## src/rtl/conv2d_stream.sv

```systemverilog
// Streaming KxK 2D convolution: raster pixels in, one saturated result per
// fully populated window out. Serially loaded signed kernel, valid/ready on both sides.
module conv2d_stream #(
    parameter int DATA_W    = 9,
    parameter int COEF_W    = 9,
    parameter int K         = 3,
    parameter int IMG_W_MAX = 16,
    parameter int SHIFT     = 0
) (
    input  logic                             clk,
    input  logic                             reset,
    input  logic [$clog2(IMG_W_MAX+1)-1:0]   cfg_img_w,
    input  logic                             k_wr_en,
    input  logic [COEF_W-1:0]                k_data,
    input  logic                             k_clear,
    output logic                             k_loaded,
    input  logic                             pix_valid,
    output logic                             pix_ready,
    input  logic                             pix_sof,
    input  logic [DATA_W-1:0]                pix_data,
    output logic                             out_valid,
    input  logic                             out_ready,
    output logic [DATA_W-1:0]                out_data
);
    localparam int KK    = K * K;
    localparam int IDX_W = $clog2(KK + 1);
    localparam int COL_W = $clog2(IMG_W_MAX + 1);
    localparam int AW    = (IMG_W_MAX > 1) ? $clog2(IMG_W_MAX) : 1;
    localparam int ROW_W = $clog2(K);
    localparam int ACC_W = DATA_W + COEF_W + $clog2(KK) + 1;

    localparam logic [IDX_W-1:0] KK_I      = IDX_W'(KK);
    localparam logic [ROW_W-1:0] ROW_MAX   = ROW_W'(K - 1);
    localparam logic [COL_W-1:0] COL_KM1   = COL_W'(K - 1);
    localparam logic [COL_W-1:0] IMG_W_RST = COL_W'(IMG_W_MAX);
    localparam logic signed [ACC_W-1:0] MAX_S = {{(ACC_W-DATA_W){1'b0}}, {DATA_W{1'b1}}};

    logic [IDX_W-1:0]         idx_q, idx_d;
    logic                     k_loaded_q, k_loaded_d;
    logic                     kernel_we;
    logic signed [COEF_W-1:0] coef_q [KK];

    logic [COL_W-1:0]  col_q, col_d, img_w_q, img_w_d, cur_col, cur_w;
    logic [ROW_W-1:0]  row_q, row_d, cur_row;
    logic [AW-1:0]     lb_addr;
    logic              accept, win_valid;

    logic [DATA_W-1:0] w_q [K][K];
    logic [DATA_W-1:0] w_d [K][K];
    logic [DATA_W-1:0] lb_rd [K-1];
    logic [DATA_W-1:0] new_col [K];

    logic signed [ACC_W-1:0] acc, acc_sh;
    logic [DATA_W-1:0]       sat;

    logic              out_valid_q, out_valid_d;
    logic [DATA_W-1:0] out_data_q, out_data_d;

    assign pix_ready = k_loaded_q & (~out_valid_q | out_ready);
    assign accept    = pix_valid & pix_ready;
    assign k_loaded  = k_loaded_q;
    assign out_valid = out_valid_q;
    assign out_data  = out_data_q;

    // sof redefines the accepted pixel as (0,0) and swaps in the new width.
    assign cur_col   = pix_sof ? '0 : col_q;
    assign cur_row   = pix_sof ? '0 : row_q;
    assign cur_w     = pix_sof ? cfg_img_w : img_w_q;
    assign lb_addr   = cur_col[AW-1:0];
    assign win_valid = (cur_row == ROW_MAX) && (cur_col >= COL_KM1);

    always_comb begin
        idx_d      = idx_q;
        k_loaded_d = k_loaded_q;
        kernel_we  = 1'b0;
        if (k_clear) begin
            idx_d      = '0;
            k_loaded_d = 1'b0;
        end else if (!k_loaded_q) begin
            if (idx_q == KK_I) begin
                k_loaded_d = 1'b1;
            end else if (k_wr_en) begin
                kernel_we = 1'b1;
                idx_d     = idx_q + 1'b1;
            end
        end
    end

    always_comb begin
        col_d   = col_q;
        row_d   = row_q;
        img_w_d = img_w_q;
        if (accept) begin
            img_w_d = cur_w;
            if (cur_col == cur_w - 1'b1) begin
                col_d = '0;
                row_d = (cur_row == ROW_MAX) ? cur_row : cur_row + 1'b1;
            end else begin
                col_d = cur_col + 1'b1;
                row_d = cur_row;
            end
        end
    end

    // Line buffer 0 holds the previous row; each further buffer is one row older.
    genvar gi, gj;
    generate
        for (gi = 0; gi < K - 1; gi++) begin : g_lb
            logic [DATA_W-1:0] mem [IMG_W_MAX];
            logic [DATA_W-1:0] wr_data;
            assign lb_rd[gi] = mem[lb_addr];
            if (gi == 0) begin : g_first
                assign wr_data = pix_data;
            end else begin : g_chain
                assign wr_data = lb_rd[gi-1];
            end
            always_ff @(posedge clk) begin
                if (accept) begin
                    mem[lb_addr] <= wr_data;
                end
            end
            assign new_col[gi] = lb_rd[K-2-gi];
        end
        assign new_col[K-1] = pix_data;

        for (gi = 0; gi < K; gi++) begin : g_row
            for (gj = 0; gj < K - 1; gj++) begin : g_col
                assign w_d[gi][gj] = w_q[gi][gj+1];
            end
            assign w_d[gi][K-1] = new_col[gi];
        end
    endgenerate

    // Result is taken from the window including the pixel being accepted.
    always_comb begin
        acc = '0;
        for (int r = 0; r < K; r++) begin
            for (int c = 0; c < K; c++) begin
                acc = acc + $signed({{(ACC_W-DATA_W){1'b0}}, w_d[r][c]})
                          * $signed({{(ACC_W-COEF_W){coef_q[KK-1-r*K-c][COEF_W-1]}},
                                     coef_q[KK-1-r*K-c]});
            end
        end
        acc_sh = acc >>> SHIFT;
        if (acc_sh[ACC_W-1]) begin
            sat = '0;
        end else if (acc_sh > MAX_S) begin
            sat = '1;
        end else begin
            sat = acc_sh[DATA_W-1:0];
        end
    end

    always_comb begin
        out_valid_d = out_valid_q;
        out_data_d  = out_data_q;
        if (accept && win_valid) begin
            out_valid_d = 1'b1;
            out_data_d  = sat;
        end else if (out_ready) begin
            out_valid_d = 1'b0;
        end
    end

    always_ff @(posedge clk) begin
        if (kernel_we) begin
            coef_q[idx_q] <= k_data;
        end
        if (accept) begin
            for (int r = 0; r < K; r++) begin
                for (int c = 0; c < K; c++) begin
                    w_q[r][c] <= w_d[r][c];
                end
            end
        end
    end

    always_ff @(posedge clk) begin
        if (reset) begin
            idx_q       <= '0;
            k_loaded_q  <= 1'b0;
            col_q       <= '0;
            row_q       <= '0;
            img_w_q     <= IMG_W_RST;
            out_valid_q <= 1'b0;
            out_data_q  <= '0;
        end else begin
            idx_q       <= idx_d;
            k_loaded_q  <= k_loaded_d;
            col_q       <= col_d;
            row_q       <= row_d;
            img_w_q     <= img_w_d;
            out_valid_q <= out_valid_d;
            out_data_q  <= out_data_d;
        end
    end
endmodule

```

## config.mk

```make
export PLATFORM = sky130hd
export DESIGN_NAME = conv2d_stream
export DESIGN_NICKNAME = d
export VERILOG_FILES = /design/src/rtl/conv2d_stream.sv
export SDC_FILE = /design/constraint.sdc
export NUM_CORES = 2
export LEC_CHECK = 0
export ABC_CLOCK_PERIOD_IN_PS = 27500
export CAP_MARGIN = 0
export CORE_ASPECT_RATIO = 1.2
export CORE_MARGIN = 4
export CORE_UTILIZATION = 30
export DETAILED_ROUTE_END_ITERATION = 7
export GPL_TIMING_DRIVEN = 0
export SLEW_MARGIN = 20
export SYNTH_ARGS = -nofsm -noshare
export SYNTH_HDL_FRONTEND = slang
export SYNTH_SLANG_ARGS = --single-unit
```

## constraint.sdc

```tcl
create_clock -name clk -period 27.5 [get_ports clk]
set_input_delay 8.25 -clock clk [delete_from_list [all_inputs] [get_ports clk]]
set_output_delay 8.25 -clock clk [all_outputs]
set_load 0.02 [all_outputs]
```

After elaboration in Yosys (flattened, before gate mapping)
Memories as Yosys holds them, arrays and structs flattened. Cells that the tools add are included.

Flip-flop bits (word level): 27. Bits in latches: 0. RAM bits: 450. ROM bits: 0. Input port bits: 30. Memories: 4.

Add/subtract/negate cells: 12. $mul: 9. Divide/modulo/power cells: 0. Magnitude comparators: 2. Equality and inequality tests: 3. Shift-type cells: 0. Muxes and demuxes: 20. Bitwise operators: 6. Reductions and logical operators: 5.

Memory list: g_lb[0].mem (depth 16, width 9, read ports 1, clocked after memory_dff 0, write ports 1, line 109) `logic [DATA_W-1:0] mem [IMG_W_MAX];`; g_lb[1].mem (depth 16, width 9, read ports 1, clocked after memory_dff 0, write ports 1, line 109); coef_q (depth 9, width 9, read ports 9, clocked after memory_dff 0, write ports 1, line 41) `logic signed [COEF_W-1:0] coef_q [KK];`; w_q (depth 3, width 27, read ports 3, clocked after memory_dff 0, write ports 3, line 48) `logic [DATA_W-1:0] w_q [K][K];`.

Operators with widths (number): 10-bit by 9-bit multiplier with 19-bit output (9); 23-bit by 19-bit adder with 23-bit output (4); 22-bit by 19-bit adder with 23-bit output (1); 23-bit by 10-bit greater-than comparator with 1-bit output, second input constant (1); 21-bit by 19-bit adder with 22-bit output (1); 20-bit by 19-bit adder with 21-bit output (1); 19-bit by 19-bit adder with 20-bit output (1); 9-bit 2-to-1 mux (2); 5-bit 2-to-1 mux (3); 1-bit 2-to-1 mux (12); 2-bit 2-to-1 mux (3); 5-bit by 1-bit adder with 5-bit output, second input constant (1); 5-bit == test (1); 5-bit by 2-bit greater-or-equal comparator with 1-bit output, second input constant (1); 5-bit by 1-bit subtractor with 5-bit output, second input constant (1); 4-bit by 1-bit adder with 4-bit output, second input constant (1); 4-bit == test, second input constant (1); 1-bit inverter (3); 3-bit AND reduction (1); 2-bit by 1-bit adder with 2-bit output, second input constant (1); 1-bit bitwise AND (2); 2-bit == test, second input constant (1); 1-bit logical AND (2); 2-bit nonzero test (1); 2 further kinds (2).

Longest topological paths before layout
An unclocked memory read counts as a cell.

Depth after elaboration: 13. Depth in mapped cells: 41. Mapped depth without buffers: 38.

Least setup slack after synthesis
OpenSTA, ideal clock, no wires.

Path kind: input-to-reg. From: input port pix_sof. To: register out_data_q[0], in the netlist out_data[0]. Arrival time: 17.509 ns. Setup slack: 9.839 ns. Stages on the path: 36. Buffers on the path: 4. Path through: buf_4 buf_6 nor2_1 inv_2 clkbuf_1 buf_1 a31oi_1 o22ai_1 nor2_1 nand2_1 fa_1 inv_1 fa_1 inv_1 fa_1 inv_1 fa_1 inv_1 fa_1 inv_1 fa_1 fa_1 fa_1 fa_1 inv_1 fa_1 inv_1 ha_1 o21ai_2 and3_4 a2111oi_4 nand4_1 nor3_1 nand4_1 a2111oi_4 a32oi_1.

RTL lines: start: declaration (line 19) `input logic pix_sof,`; 5-bit 2-to-1 mux (*) (line 66) `assign cur_col = pix_sof ? '0 : col_q;`; memory 16 x 9 bit (*); named net g_lb[1].wr_data[8] (line 110) `logic [DATA_W-1:0] wr_data;`; 10-bit by 9-bit multiplier with 19-bit output (*) (line 140) `* $signed({{(ACC_W-COEF_W){coef_q[KK-1-r*K-c][COEF_W-1]}},`; 23-bit by 19-bit adder with 23-bit output (*) (4 in series) (line 139) `acc = acc + $signed({{(ACC_W-DATA_W){1'b0}}, w_d[r][c]})`; 23-bit by 10-bit greater-than comparator with 1-bit output (line 147) `end else if (acc_sh > MAX_S) begin`; 9-bit 2-to-1 mux (line 147); 9-bit 2-to-1 mux (*) (line 145) `if (acc_sh[ACC_W-1]) begin`; end signal: assignment (line 194) `out_data_q <= out_data_d;`; end: declaration (line 57) `logic [DATA_W-1:0] out_data_q, out_data_d;`.

Mark *: on every way through the listed nets, which the timed path passes. The rest lies on a longest branch. A chain may end at the register's enable or synchronous reset.

==> summary.txt <==
Placement
  • Port bufs: 39
  • GPL Wtd Cong: a little under 0.9
  • Post-DP HPWL: 98.9 mm

Floorplan
  • Die ar.: roughly 150,000 µm²
  • Rows: between 150 and 200
  • Ports: 42
  • Initial Util: between 30 and 40%
  • Core footprint: between 100,000 and 150,000 µm²
  • Die H: around 420 µm
  • Die width: between 300 and 400 µm

Finish
  • Commonest non-fill, non-tap cell in the layout: inv_1
  • Share of cells above drive strength 1: under 10%
  • P&R area growth vs syn: 11.5%
  • Commonest cells after routing, fill and taps aside: inv_1 (926), fa_1 (722), nand2_1 (519)
  • Filler cells: about 14k
  • Util after Layout: 33.7%
  • Final nets: ~5.2k

CTS
  • H-tree levels: 2
  • CTS Root Cell: clkbuf_16
  • Cts repair resizes: 0
  • Clock Path Buffers: 3
  • CTS Buf Count: 54
  • Clk sink count: 450
  • CTS tree: yes
  • Clock transition at path regs: roughly 0.060 ns
  • Worst-Skew Late Latency: between 0.6 and 0.7 ns
  • Quantity of hold-fixing buffers added after cts: 0
  • Postcts setup bufs: 0

Setup path
  • Slowest-stage cell, CP: nor2_1
  • CP required: around 28 ns
  • Crit-path max cell delay: about 1.0 ns
  • Critical Path AT: roughly 19 ns
  • Crit. End Element: flop
  • Critical-path maximum fanout: 11
  • CP dominant cell by count: fa_1
  • Critical path class: in2reg
  • Startpoint types: input pin

GRT
  • First-pass GRT wire length: approximately 190 mm
  • GRT overflow: 0
  • Largest net degree at the start of global routing: 40
  • Total GRT Usage: 16.8%
  • Vias in the first global route: slightly above 30k
  • Initial antenna violation count: 13

Yosys
  • Main synth FF type: edfxtp_1
  • Asr flop ratio synth: 0%
  • Synth Area in Adders: approximately 42%
  • Number of flops mapped to enable cells by yosys: ~420
  • Largest family of logic cells by synthesized area: adder cells
  • Mux cell area share after synthesis: 0.461%
  • Avg Cell Area, Syn: around 11 µm²
  • Dominant cell type by area after synthesis: fa_1
  • Post-synthesis compound-gate area fraction: under 10%
  • Yosys top cell area share: between 30% and 40%
  • Xor/xnor share of the synthesized area: 0.584%
  • Register bit total from synthesis: between 400 and 500
  • Yosys Warn Count: 0
  • Simple-gate share of the synthesized area: 12.2%
  • Post-Syn Nets: approximately 5.1k
  • Netlist Area Pre-Place: between 40,000 and 50,000 µm²
  • Area contributors post-synth: fa_1 (33%), edfxtp_1 (29%), ha_1 (9.2%), inv_1 (8.0%), nand2_1 (4.5%)
  • Netlist cell types: between 60 and 70
  • Cell count after synthesis: 3,991
  • Register area share after synthesis: a little under a third

Power and ir drop
  • Clock power share: 17.8%
  • Leak: ~0.021 µW
  • Pint: 2220 µW
  • Sequential power share: between 15 and 20%
  • Psw: around 1900 µW
  • Combinational power share: 63.9%
  • Sw Share: between 40% and 50%
  • Largest vdd supply drop: 0.250 mV
  • Pwr/cell area: roughly 84 nW/µm²

Timing
  • Fin crit share: between 60% and 70%
  • Worst Tran Pin Value: ~1.3 ns
  • Final setup fails: 0
  • Fmax: approximately 53 MHz
  • Final Max Slew Viols: 0
  • Unrepaired setup endpoints after global routing: false
  • TNS Setup: 0 ns
  • Final Skew: around 0.029 ns
  • Hold Violations, Final: 0
  • Post-route minimum period: between 15 and 20 ns
  • Slew headroom: about 16%

Routing
  • Via count: about 28k
  • Post-DR vias/cell: about 4.7
  • Total iterations of the first detailed-routing run: 5
  • 1st-iter DRT viols: about 1.9k
  • Final WL: ~120 mm
  • Wl on met1: about 49 mm
  • Wire length per cell: roughly 21 µm
  • Metal2 WL: 64.2 mm
  • Metal3 WL: around 7.3 mm
  • Uppermost layer routed: met5
  • # DRC: 0
  • Antenna-violating nets left: 0

Worst hold path
  • Min-Delay Path Class: reg2reg

Status
  • Status: completed

Flow run
  • Max-Cap Viols: 0
[logic make-up (layout without fill, tap and decap cells)]
| group | Yosys count | after routing |
|---|---|---|
| AOI/OAI and AO/OA | 284 | 284 |
| xor gates and xnor gates | 29 | 29 |
| adders and majority gates | 1042 | 1042 |
| buffers and inverters | 1076 | 1228 |
| DFF | 450 | 450 |
| muxes | 18 | 18 |
| other | 0 | 8 |
| and+or+nand+nor | 1092 | 1092 |
[stage by stage]
| stage | total power (µW) | std cells | hold slack [ns] | instance area (µm²) | setup slack, ns |
|---|---|---|---|---|---|
| finish | 4080 | 6076 | 0.447 | 48400 | 8.62 |
| global route | 4500 | 6068 | 0.451 | 48400 | 8.23 |
| CTS | 4090 | 6068 | 0.447 | 48400 | 8.73 |
| detailed placement | 3350 | 5969 | 0.433 | 46700 | 8.03 |
| global placement | 3320 | 5955 | 0.429 | 46300 | 7.07 |
| floorplan | 2790 | 3991 | 0.424 | 43500 | 9.84 |
[sequential cells by signal (all words and copies together) (netlist names), 2 cells and up]
register and flops:
col_q 5, row_q 2, out_data 9, g_lb.mem 288
coef_q 81, img_w_q 5, idx_q 4, w_q 54
[worst paths after layout]
kind                   from     endpoint  slack (ns)  cells after the start
hold / removal    w_q[2][5]   w_q[2][14]        0.45                      0
setup reg to reg   col_q[0]  out_data[0]       15.84                     32
hold reg to reg   w_q[2][5]   w_q[2][14]        0.45                      0
setup / recovery    pix_sof  out_data[0]        8.62                     33
[cells in the mapped netlist, types with 3 or more instances]
| cell | n |
|---|---|
| o211ai_1 | 3 |
| a21oi_2 | 3 |
| xnor2_1 | 23 |
| and2_1 | 308 |
| a211oi_1 | 71 |
| nand3_1 | 10 |
| nor2b_1 | 78 |
| a21o_1 | 4 |
| o22ai_1 | 38 |
| nor4_1 | 3 |
| a21oi_1 | 48 |
| a31oi_1 | 65 |
| nor3_1 | 13 |
| fa_1 | 722 |
| a32oi_1 | 9 |
| ha_1 | 320 |
| mux2i_1 | 13 |
| clkbuf_1 | 119 |
| o21ai_0 | 16 |
| buf_2 | 8 |
| edfxtp_1 | 423 |
| nand4_1 | 4 |
| nor2_1 | 85 |
| nand2_1 | 519 |
| xor2_1 | 6 |
| nand2b_1 | 54 |
| inv_1 | 926 |
| dfxtp_1 | 27 |
| o21a_1 | 6 |
| buf_1 | 16 |
[critical path: cells and delay by family]
kind	cells	cell delay, ns
multiplexers	1	0.20
adder cells (fa/ha/maj)	11	5.46
AND/OR/NAND/NOR	5	1.80
buffers and inverters	10	1.46
AO/OA/AOI/OAI	6	2.14
[per-layer routing]
metal  global-route usage [%]  vias to the layer above
li1                         -                    12500
met1                     20.7                    14700
met2                     30.3                      819
met3                     2.20                      221
met4                     5.72                        2
met5                        0                        -
[final cells by class]
cell class	count	area, µm²	area share (%)
diodes	8	20.0	0.0413
plain buffers	146	574	1.19
clock buffers	68	1420	2.94
clock inverters	31	340	0.703
inverters	930	3490	7.21
multi-input cells	2465	26300	54.4
flip-flops and latches	450	13200	27.3
well taps	1925	2410	4.97
repair buffers	53	591	1.22
[power by group through the flow]
stage	clock, µW	combinational [µW]	sequential (µW)
floorplan	0	2030	760
global placement	0	2560	761
detailed placement	0	2590	761
CTS	740	2600	747
global route	769	2990	746
finish	724	2610	747
(Power assumes the default switching activity.)
